## src/rtl/dct_transpose.sv

```systemverilog
// dct_transpose: 4x4 ping-pong transpose buffer between the row and column
// passes of the 2-D 4-point DCT. Rows of IN_W-bit elements go in, columns of
// OUT_W-bit elements come out.
// Optional build macro: DCT_TRANSPOSE_SAT_EN. When defined, elements are
// saturated to the signed OUT_W range. When undefined, elements are truncated
// to their low OUT_W bits (two's-complement wrap).
//
// Handshake: a transfer happens on a rising clk edge where valid & ready are
// both high. The source holds its payload stable while valid & !ready. Neither
// ready depends combinationally on the other side's valid/ready. out_valid and
// out_col_* are driven only from registers and storage.
module dct_transpose #(
   parameter int IN_W  = 13,
   parameter int OUT_W = 12
) (
   input  logic                    clk,
   input  logic                    rst,
   input  logic                    in_valid,
   output logic                    in_ready,
   input  logic signed [IN_W-1:0]  in_row [4],
   output logic                    out_valid,
   input  logic                    out_ready,
   output logic signed [OUT_W-1:0] out_col_data [4],
   output logic [1:0]              out_col_idx,
   output logic                    out_last
);

   // Two banks of 4 rows x 4 columns. The contents carry no reset; the full
   // flags alone decide what is meaningful.
   logic signed [IN_W-1:0] bank_mem [2][4][4];

   logic       wr_bank_q, wr_bank_d;
   logic [1:0] wr_row_q,  wr_row_d;
   logic       rd_bank_q, rd_bank_d;
   logic [1:0] rd_col_q,  rd_col_d;
   logic [1:0] full_q,    full_d;

   logic wr_fire;
   logic rd_fire;

   // Narrow one stored element to the output width.
   function automatic logic signed [OUT_W-1:0] convert(input logic signed [IN_W-1:0] x);
`ifdef DCT_TRANSPOSE_SAT_EN
      localparam logic signed [IN_W-1:0] SAT_MAX = IN_W'((1 << (OUT_W - 1)) - 1);
      localparam logic signed [IN_W-1:0] SAT_MIN = ~SAT_MAX;
      if (x > SAT_MAX) begin
         convert = SAT_MAX[OUT_W-1:0];
      end else if (x < SAT_MIN) begin
         convert = SAT_MIN[OUT_W-1:0];
      end else begin
         convert = x[OUT_W-1:0];
      end
`else
      convert = x[OUT_W-1:0];
`endif
   endfunction

   // A bank is writable only while it is empty. A bank is readable only while it is full.
   assign in_ready  = ~full_q[wr_bank_q];
   assign out_valid = full_q[rd_bank_q];
   assign wr_fire   = in_valid & in_ready;
   assign rd_fire   = out_valid & out_ready;

   // Next-state for the write/read pointers and the per-bank full flags.
   always_comb begin
      wr_bank_d = wr_bank_q;
      wr_row_d  = wr_row_q;
      rd_bank_d = rd_bank_q;
      rd_col_d  = rd_col_q;
      full_d    = full_q;
      if (wr_fire) begin
         wr_row_d = wr_row_q + 2'd1;
         if (wr_row_q == 2'd3) begin
            full_d[wr_bank_q] = 1'b1;
            wr_bank_d         = ~wr_bank_q;
         end
      end
      // Write and read banks always differ, so both flag updates can land in one cycle.
      if (rd_fire) begin
         rd_col_d = rd_col_q + 2'd1;
         if (rd_col_q == 2'd3) begin
            full_d[rd_bank_q] = 1'b0;
            rd_bank_d         = ~rd_bank_q;
         end
      end
   end

   // Control state register. Reset discards any partial or undrained block.
   always_ff @(posedge clk) begin
      if (rst) begin
         wr_bank_q <= 1'b0;
         wr_row_q  <= 2'd0;
         rd_bank_q <= 1'b0;
         rd_col_q  <= 2'd0;
         full_q    <= 2'b00;
      end else begin
         wr_bank_q <= wr_bank_d;
         wr_row_q  <= wr_row_d;
         rd_bank_q <= rd_bank_d;
         rd_col_q  <= rd_col_d;
         full_q    <= full_d;
      end
   end

   // Capture an accepted row into the current write bank.
   always_ff @(posedge clk) begin
      if (wr_fire) begin
         for (int k = 0; k < 4; k++) begin
            bank_mem[wr_bank_q][wr_row_q][k] <= in_row[k];
         end
      end
   end

   // Present the current column of the read bank. Outputs are zero while idle.
   always_comb begin
      for (int r = 0; r < 4; r++) begin
         out_col_data[r] = '0;
         if (out_valid) begin
            out_col_data[r] = convert(bank_mem[rd_bank_q][r][rd_col_q]);
         end
      end
      out_col_idx = rd_col_q;
      out_last    = out_valid & (rd_col_q == 2'd3);
   end

endmodule

```

## config.mk

```make
export PLATFORM = sky130hd
export DESIGN_NAME = dct_transpose
export DESIGN_NICKNAME = d
export VERILOG_FILES = /design/src/rtl/dct_transpose.sv
export SDC_FILE = /design/constraint.sdc
export NUM_CORES = 1
export LEC_CHECK = 0
export CORE_UTILIZATION = 50
export CTS_BUF_LIST = sky130_fd_sc_hd__clkbuf_8 sky130_fd_sc_hd__clkbuf_16
export CTS_CLUSTER_DIAMETER = 100
export DETAILED_ROUTE_END_ITERATION = 10
export PLACE_DENSITY = 0.69
export SYNTH_ARGS = -nofsm -noshare
export SYNTH_HDL_FRONTEND = slang
export SYNTH_SLANG_ARGS = --single-unit
export TNS_END_PERCENT = 100
```

## constraint.sdc

```tcl
create_clock -name clk -period 4.85 [get_ports clk]
set_input_delay 1.455 -clock clk [delete_from_list [all_inputs] [get_ports clk]]
set_output_delay 1.455 -clock clk [all_outputs]
set_load 0.05 [all_outputs]
```

==> results by group, run 1 <==
Drt
  • WL final: approximately 37000 um
  • Vias per cell: just under 6
  • DRC viols: 0
  • Drt pass-1 iters: 5
  • Final ANT Viol Nets: 0
  • Initial DRC Count: between 600 and 700
  • DR vias: 9242
  • Routed WL per cell: 23.47 um

Clock network
  • Post_cts resized: 0
  • Post-CTS setup buffers: 0
  • CTS root buffer: clkbuf_16
  • Total CTS buffers: 40
  • Clk sinks: between 300 and 400
  • TritonCTS clock tree: done
  • Max clock buf depth: 3
  • CTS H-tree lvls: 2
  • Skew-Pair Late Insertion Delay: roughly 0.53 ns
  • Reg clk slew, reported paths: roughly 0.060 ns
  • CTS Hold Bufs: 0

Die
  • Site row count: 67
  • Die Width: 187.9 um
  • Total core area: 0.03378 mm2
  • I/O pins: ~110
  • Die area: about 0.035 mm2
  • Starting density of the core: 0.5112
  • Die Y: 187.9 um

Timing
  • Final Hold Viols: 0
  • Max transition margin: 0.4480
  • Fin crit period: 4.624 ns
  • Setup tns final: 0 ns
  • Final Setup Violations: 0
  • Slew @ Worst Pin: around 0.83 ns
  • Max Slew Vio Count: 0
  • Worst setup slack after layout: 0.2258 ns
  • Final Cycle Share: 0.9535
  • RSZ-0062 raised after global routing: false
  • Max Fclk: roughly 220 MHz
  • Worst Skew: just over 0.02 ns

Yosys
  • Yosys warning total: 0
  • Main synth FF type: edfxtp_1
  • Post-Syn Instances: 1005
  • Synth async-reset ratio: 0
  • Synth top area cells: edfxtp_1 (67%), mux2_2 (18%), mux2_4 (4.8%)
  • EDFF count, synth: about 380
  • Avg Cell Area, Syn: between 15 and 20 um2
  • Syn_nets: ~1100
  • Post-synth top area cell: edfxtp_1
  • Synth unique cells: 29
  • Register area share after synthesis: 0.6781
  • Top cell type's share of synthesized area: 0.6676
  • Cell area after synthesis: 0.01727 mm2
  • Synth Register Bits: a little under 400

Power
  • Flop pwr share: 0.542
  • Logic gate share of total power: 0.061
  • Power density over the cells: 350.4 mW/mm2
  • Switching fraction of total power: 0.2033
  • Pint: roughly 5600 uW
  • Clk network pwr share: 0.397
  • Leak: 0.006667 uW
  • Total power after layout: about 7100 uW
  • Sw Pwr: ~1400 uW
  • VDD IR-drop max: about 0.00024 V

Global routing
  • First-pass GRT wire length: 57210 um
  • Vias in the first global route: between 9000 and 10000
  • GRT Residual Overflow: 0
  • Antenna violations before repair: 1
  • GRT Overall Usage: 0.2128
  • Largest net degree at the start of global routing: a little over 90

Min path
  • Hold WC Path Type: reg2reg

Setup path
  • WP data arrival: 3.17 ns
  • Required time of the worst setup path: 3.39 ns
  • CP endpoint kind: output pin
  • Setup crit start kind: flip-flop
  • Worst-path fanout max: 13
  • Setup CP Type: reg2out

Placed design
  • Placed inst area: between 0.015 and 0.02 mm2
  • Dpl ws: between 0.7 and 0.8 ns
  • Gpl congestion: slightly above 0.7
  • IO buf count: roughly 100
  • Dpl hpwl: 21200 um

Run
  • Max-cap violations: 0

Outcome
  • Status: finished clean

Final layout
  • Post-route cell area: 0.02021 mm2
  • Filler instances: roughly 2500
  • # nets final: between 1000 and 1500
  • Layout cells sized above 1: 0.3826
  • Area delta synth->final: 17.01%
## synth_stat cells (all sizes together) (2+ instances only)
library cell,count
nor3,49
or3,3
nor2,9
nand2,4
mux2,337
inv,8
nand3,7
ha,5
o21ai,5
dfxtp,9
buf,36
a21oi,6
edfxtp,384
clkbuf,38
o22ai,96
nand2b,2
## final timing paths
path | startpoint | slack, ns | end | depth (start not counted)
setup / recovery | out_col_idx[0]$_SDFFE_PP0P_ | 0.23 | out_col_data[36] | 5
hold / removal | full_q[1]$_SDFF_PP0_ | 0.55 | full_q[1]$_SDFF_PP0_ | 2
setup reg to reg | wr_bank_q$_SDFFE_PP0P_ | 2.30 | bank_mem[0][122]$_DFFE_PP_ | 5
hold reg to reg | full_q[1]$_SDFF_PP0_ | 0.55 | full_q[1]$_SDFF_PP0_ | 2
## power by group through the flow
stage / Sequential (uW) / Combinational, uW / Clock, uW
finish: 3840 / 435 / 2810
global route: 3840 / 467 / 2980
CTS: 3840 / 438 / 2860
detailed placement: 3910 / 435 / 0
global placement: 3910 / 424 / 0
floorplan: 3910 / 279 / 0
## placed cells by master (no fill, tap or decap), types with 4 or more instances in the layout
cell type,count
buf_4,20
edfxtp_1,384
nand3_1,4
nor3_1,49
nor2_4,7
clkinv_1,8
a21oi_1,6
mux2_4,55
clkbuf_16,42
ha_1,5
buf_12,15
o21ai_0,5
inv_1,18
clkdlybuf4s50_1,104
dfxtp_1,8
o22ai_1,96
mux2_2,279
## critical path, cell delays in order (launching register included)
cell and delay (ns):
dfxtp_1 0.45, or2_2 0.41, buf_4 0.31, o22ai_1 0.12, nor3_1 0.44, clkdlybuf4s50_1 0.91
## stage by stage
| stage | util | hold WS, ns | instances |
|---|---|---|---|
| floorplan | - | 0.4702 | 1005 |
| global placement | 0.5629 | 0.5057 | 1518 |
| detailed placement | 0.5629 | 0.5394 | 1518 |
| CTS | 0.5981 | 0.5477 | 1585 |
| global route | 0.5982 | 0.5726 | 1586 |
| finish | 0.5982 | 0.5482 | 1586 |
## sequential cells by signal, indices dropped and copies added, names as in the netlist, named ones only
register     cells
rd_bank_q        1
bank_mem       384
out_col_idx      2
full_q           2
wr_bank_q        1
wr_row_q         2
## kinds of logic after synthesis
logic type / count (synthesis) / synth area share
AOI/OAI and AO/OA: 110 / 0.03934
buffers and inverters: 83 / 0.02383
DFF: 393 / 0.6781
adders and majority gates: 5 / 0.003622
muxes: 338 / 0.2323
and+or+nand+nor: 76 / 0.02289
## final cells by class
cell class	instances	area, um2	share of cell area
clock inverter	25	140.1	0.006934
inverter	9	35.03	0.001734
clock buffer	42	1051	0.05201
tap	448	560.5	0.02774
sequential	393	11720	0.5797
timing repair buffer	139	1491	0.07380
multi-input combinational	529	5214	0.2580
antenna	1	2.502	0.0001238
## layer usage
metal | GRT usage | vias up | wire [um]
met5 | 0 | - | 0
met4 | 0.04628 | 0 | 574
met3 | 0.02995 | 43 | 1592
li1 | - | 4204 | -
met1 | 0.2857 | 4796 | 16150
met2 | 0.3681 | 199 | 18910
Power figures use the tool's default switching activity.
==> run 2: changes to the inputs <==
Settings changed: ABC_CLOCK_PERIOD_IN_PS set to 4850.
==> results of run 2 <==
Final layout, timing and power as in run 1 (identical DEF).
==> run 3: changes to the inputs <==
Settings changed: DONT_BUFFER_PORTS set to 1, PLACE_DENSITY 0.69 to not set, TNS_END_PERCENT 100 to 5.
==> results by group, run 3 (synthesis results as in run 1) <==
Die
  • Die Width: 187.9 um (unchanged)
  • Starting density of the core: 0.5112 (unchanged)
  • I/O pins: 109 (unchanged)
  • Die area: 0.03529 mm2 (unchanged)
  • Total core area: 0.03378 mm2 (unchanged)
  • Die Y: 187.9 um (unchanged)
  • Site row count: 67 (unchanged)

Clock network
  • TritonCTS clock tree: done (unchanged)
  • Total CTS buffers: 42 (was 40)
  • CTS H-tree lvls: 2 (unchanged)
  • Max clock buf depth: 3 (unchanged)
  • CTS Hold Bufs: 0 (unchanged)
  • Skew-Pair Late Insertion Delay: 0.53 ns (about the same)
  • Post_cts resized: 0 (unchanged)
  • Reg clk slew, reported paths: 0.06 ns (about the same)
  • CTS root buffer: clkbuf_16 (unchanged)
  • Clk sinks: 393 (unchanged)
  • Post-CTS setup buffers: 0 (unchanged)

Setup path
  • Setup CP Type: reg2out (unchanged)
  • CP cell instances: nand2_2, buf_4, o22ai_1, nor3_2, buf_4 (was or2_2, buf_4, o22ai_1, nor3_1, clkdlybuf4s50_1)
  • Setup crit start kind: flip-flop (unchanged)
  • Slowest cell on crit path: dfxtp_1 (was clkdlybuf4s50_1)
  • WP data arrival: 2.73 ns (was 3.17 ns)
  • Required time of the worst setup path: 3.39 ns (about the same)
  • Largest stage delay, worst path: 0.77 ns (was 0.91 ns)
  • Worst-path fanout max: 13 (unchanged)
  • CP endpoint kind: output pin (unchanged)
  • CP dominant cell by count: buf_4
  • Top Family by Delay on Critical Path: flip-flops (was buffers and inverters)
  • WP buf/inv: 2 (unchanged)

Final layout
  • Max reg flops: 384 (unchanged)
  • Most flops, register: bank_mem (unchanged)
  • Commonest non-fill, non-tap cell in the layout: edfxtp_1 (unchanged)
  • # nets final: 1113 (was 1173)
  • Most frequent cells in the layout: edfxtp_1 (384), mux2_2 (279), o22ai_1 (96) (was edfxtp_1 (384), mux2_2 (279), clkdlybuf4s50_1 (104))
  • Layout cells sized above 1: 0.4931 (was 0.3826)
  • Area delta synth->final: 14.56% (was 17.01%)
  • Post-route cell area: 0.01979 mm2 (was 0.02021 mm2)
  • Number of diodes: 0 (was 1)

Timing
  • Final Setup Violations: 0 (unchanged)
  • Max transition margin: 0.3836 (was 0.4480)
  • RSZ-0062 raised after global routing: false (unchanged)
  • Slew @ Worst Pin: 0.9246 ns (was 0.8268 ns)
  • Max Slew Vio Count: 0 (unchanged)
  • Fin crit period: 4.184 ns (was 4.624 ns)
  • Max Fclk: 239.0 MHz (was 216.3 MHz)
  • Setup tns final: 0 ns (unchanged)
  • Final Hold Viols: 0 (unchanged)
  • Final Cycle Share: 0.8627 (was 0.9535)
  • Worst Skew: 0.01413 ns (was 0.02025 ns)

Drt
  • DRC viols: 0 (unchanged)
  • Vias per cell: 5.902 (was 5.827)
  • Initial DRC Count: 573 (was 619)
  • Routed WL per cell: 24.46 um (was 23.47 um)
  • Drt pass-1 iters: 5 (unchanged)
  • Final ANT Viol Nets: 0 (unchanged)
  • DR vias: 9036 (was 9242)
  • WL final: 37450 um (was 37230 um)

Global routing
  • Antenna violations before repair: 0 (was 1)
  • GRT Overall Usage: 0.2155 (was 0.2128)
  • Largest net degree at the start of global routing: 59 (was 92)
  • GRT Residual Overflow: 0 (unchanged)
  • First-pass GRT wire length: 57690 um (was 57210 um)
  • Vias in the first global route: 9550 (was 9767)

Min path
  • Hold WC Path Type: reg2reg (unchanged)

Power
  • VDD IR-drop max: 0.0002959 V (was 0.0002418 V)
  • Leak: 0.006559 uW (was 0.006667 uW)
  • Power density over the cells: 364.3 mW/mm2 (was 350.4 mW/mm2)

Placed design
  • Placed inst area: 0.01848 mm2 (was 0.01902 mm2)
  • IO buf count: 0 (was 104)
  • Dpl hpwl: 20730 um (was 21200 um)
  • Gpl congestion: 0.7023 (was 0.7160)

Outcome
  • Status: finished clean (unchanged)

Run
  • Max-cap violations: 0 (unchanged)
run 3: stage by stage:
stage | hold WS (ns) | utilization | worst slack (ns) | std cells | total power, uW
global route | 0.5513 | 0.5857 | 0.5673 | 1531 | 7423
finish | 0.5103 | 0.5857 | 0.6660 | 1531 | 7208
floorplan | 0.4702 | - | 0.5634 | 1005 | 4188
detailed placement | 0.5047 | 0.5470 | 1.190 | 1456 | 4252
global placement | 0.4995 | 0.5470 | 1.189 | 1456 | 4239
CTS | 0.5128 | 0.5857 | 0.6206 | 1531 | 7267
run 3: report_power, final:
| group | total [uW] | internal (uW) | switching [uW] |
|---|---|---|---|
| Sequential | 3840 | 3820 | 14.8 |
| Combinational | 340 | 173 | 167 |
| Clock | 3030 | 1770 | 1260 |
| Total | 7210 | 5760 | 1440 |
run 3: routing by layer:
metal  up-vias  wire [um]  global-route usage
li1       4088          -                   -
met1      4682      15980              0.2820
met2       214      19100              0.3785
met3        52       1731             0.03238
met4         0        640             0.04847
met5         -          0                   0
run 3: worst paths after layout:
kind	startpoint	to	slack, ns	cells past startpoint
worst max register to register	wr_bank_q$_SDFFE_PP0P_	bank_mem[0][121]$_DFFE_PP_	1.63	5
worst max-delay path	out_col_idx[0]$_SDFFE_PP0P_	out_col_data[32]	0.67	5
worst min-delay path	wr_row_q[0]$_SDFFE_PP0N_	wr_row_q[0]$_SDFFE_PP0N_	0.51	2
worst min register to register	wr_row_q[0]$_SDFFE_PP0N_	wr_row_q[0]$_SDFFE_PP0N_	0.51	2
run 3: worst min-delay path, delay by kind of cell, from the launching register on:
family         cells  cell delay [ns]
AO/OA/AOI/OAI      2             0.14
flip-flops         1             0.33
run 3: cell type report:
class	instances	area (um2)
Fill cell	2635	14000
Sequential cell	393	11720
Multi-Input combinational cell	529	5454
Clock buffer	45	1126
Timing Repair Buffer	77	715.7
Tap cell	448	560.5
Clock inverter	30	180.2
Inverter	9	35.03
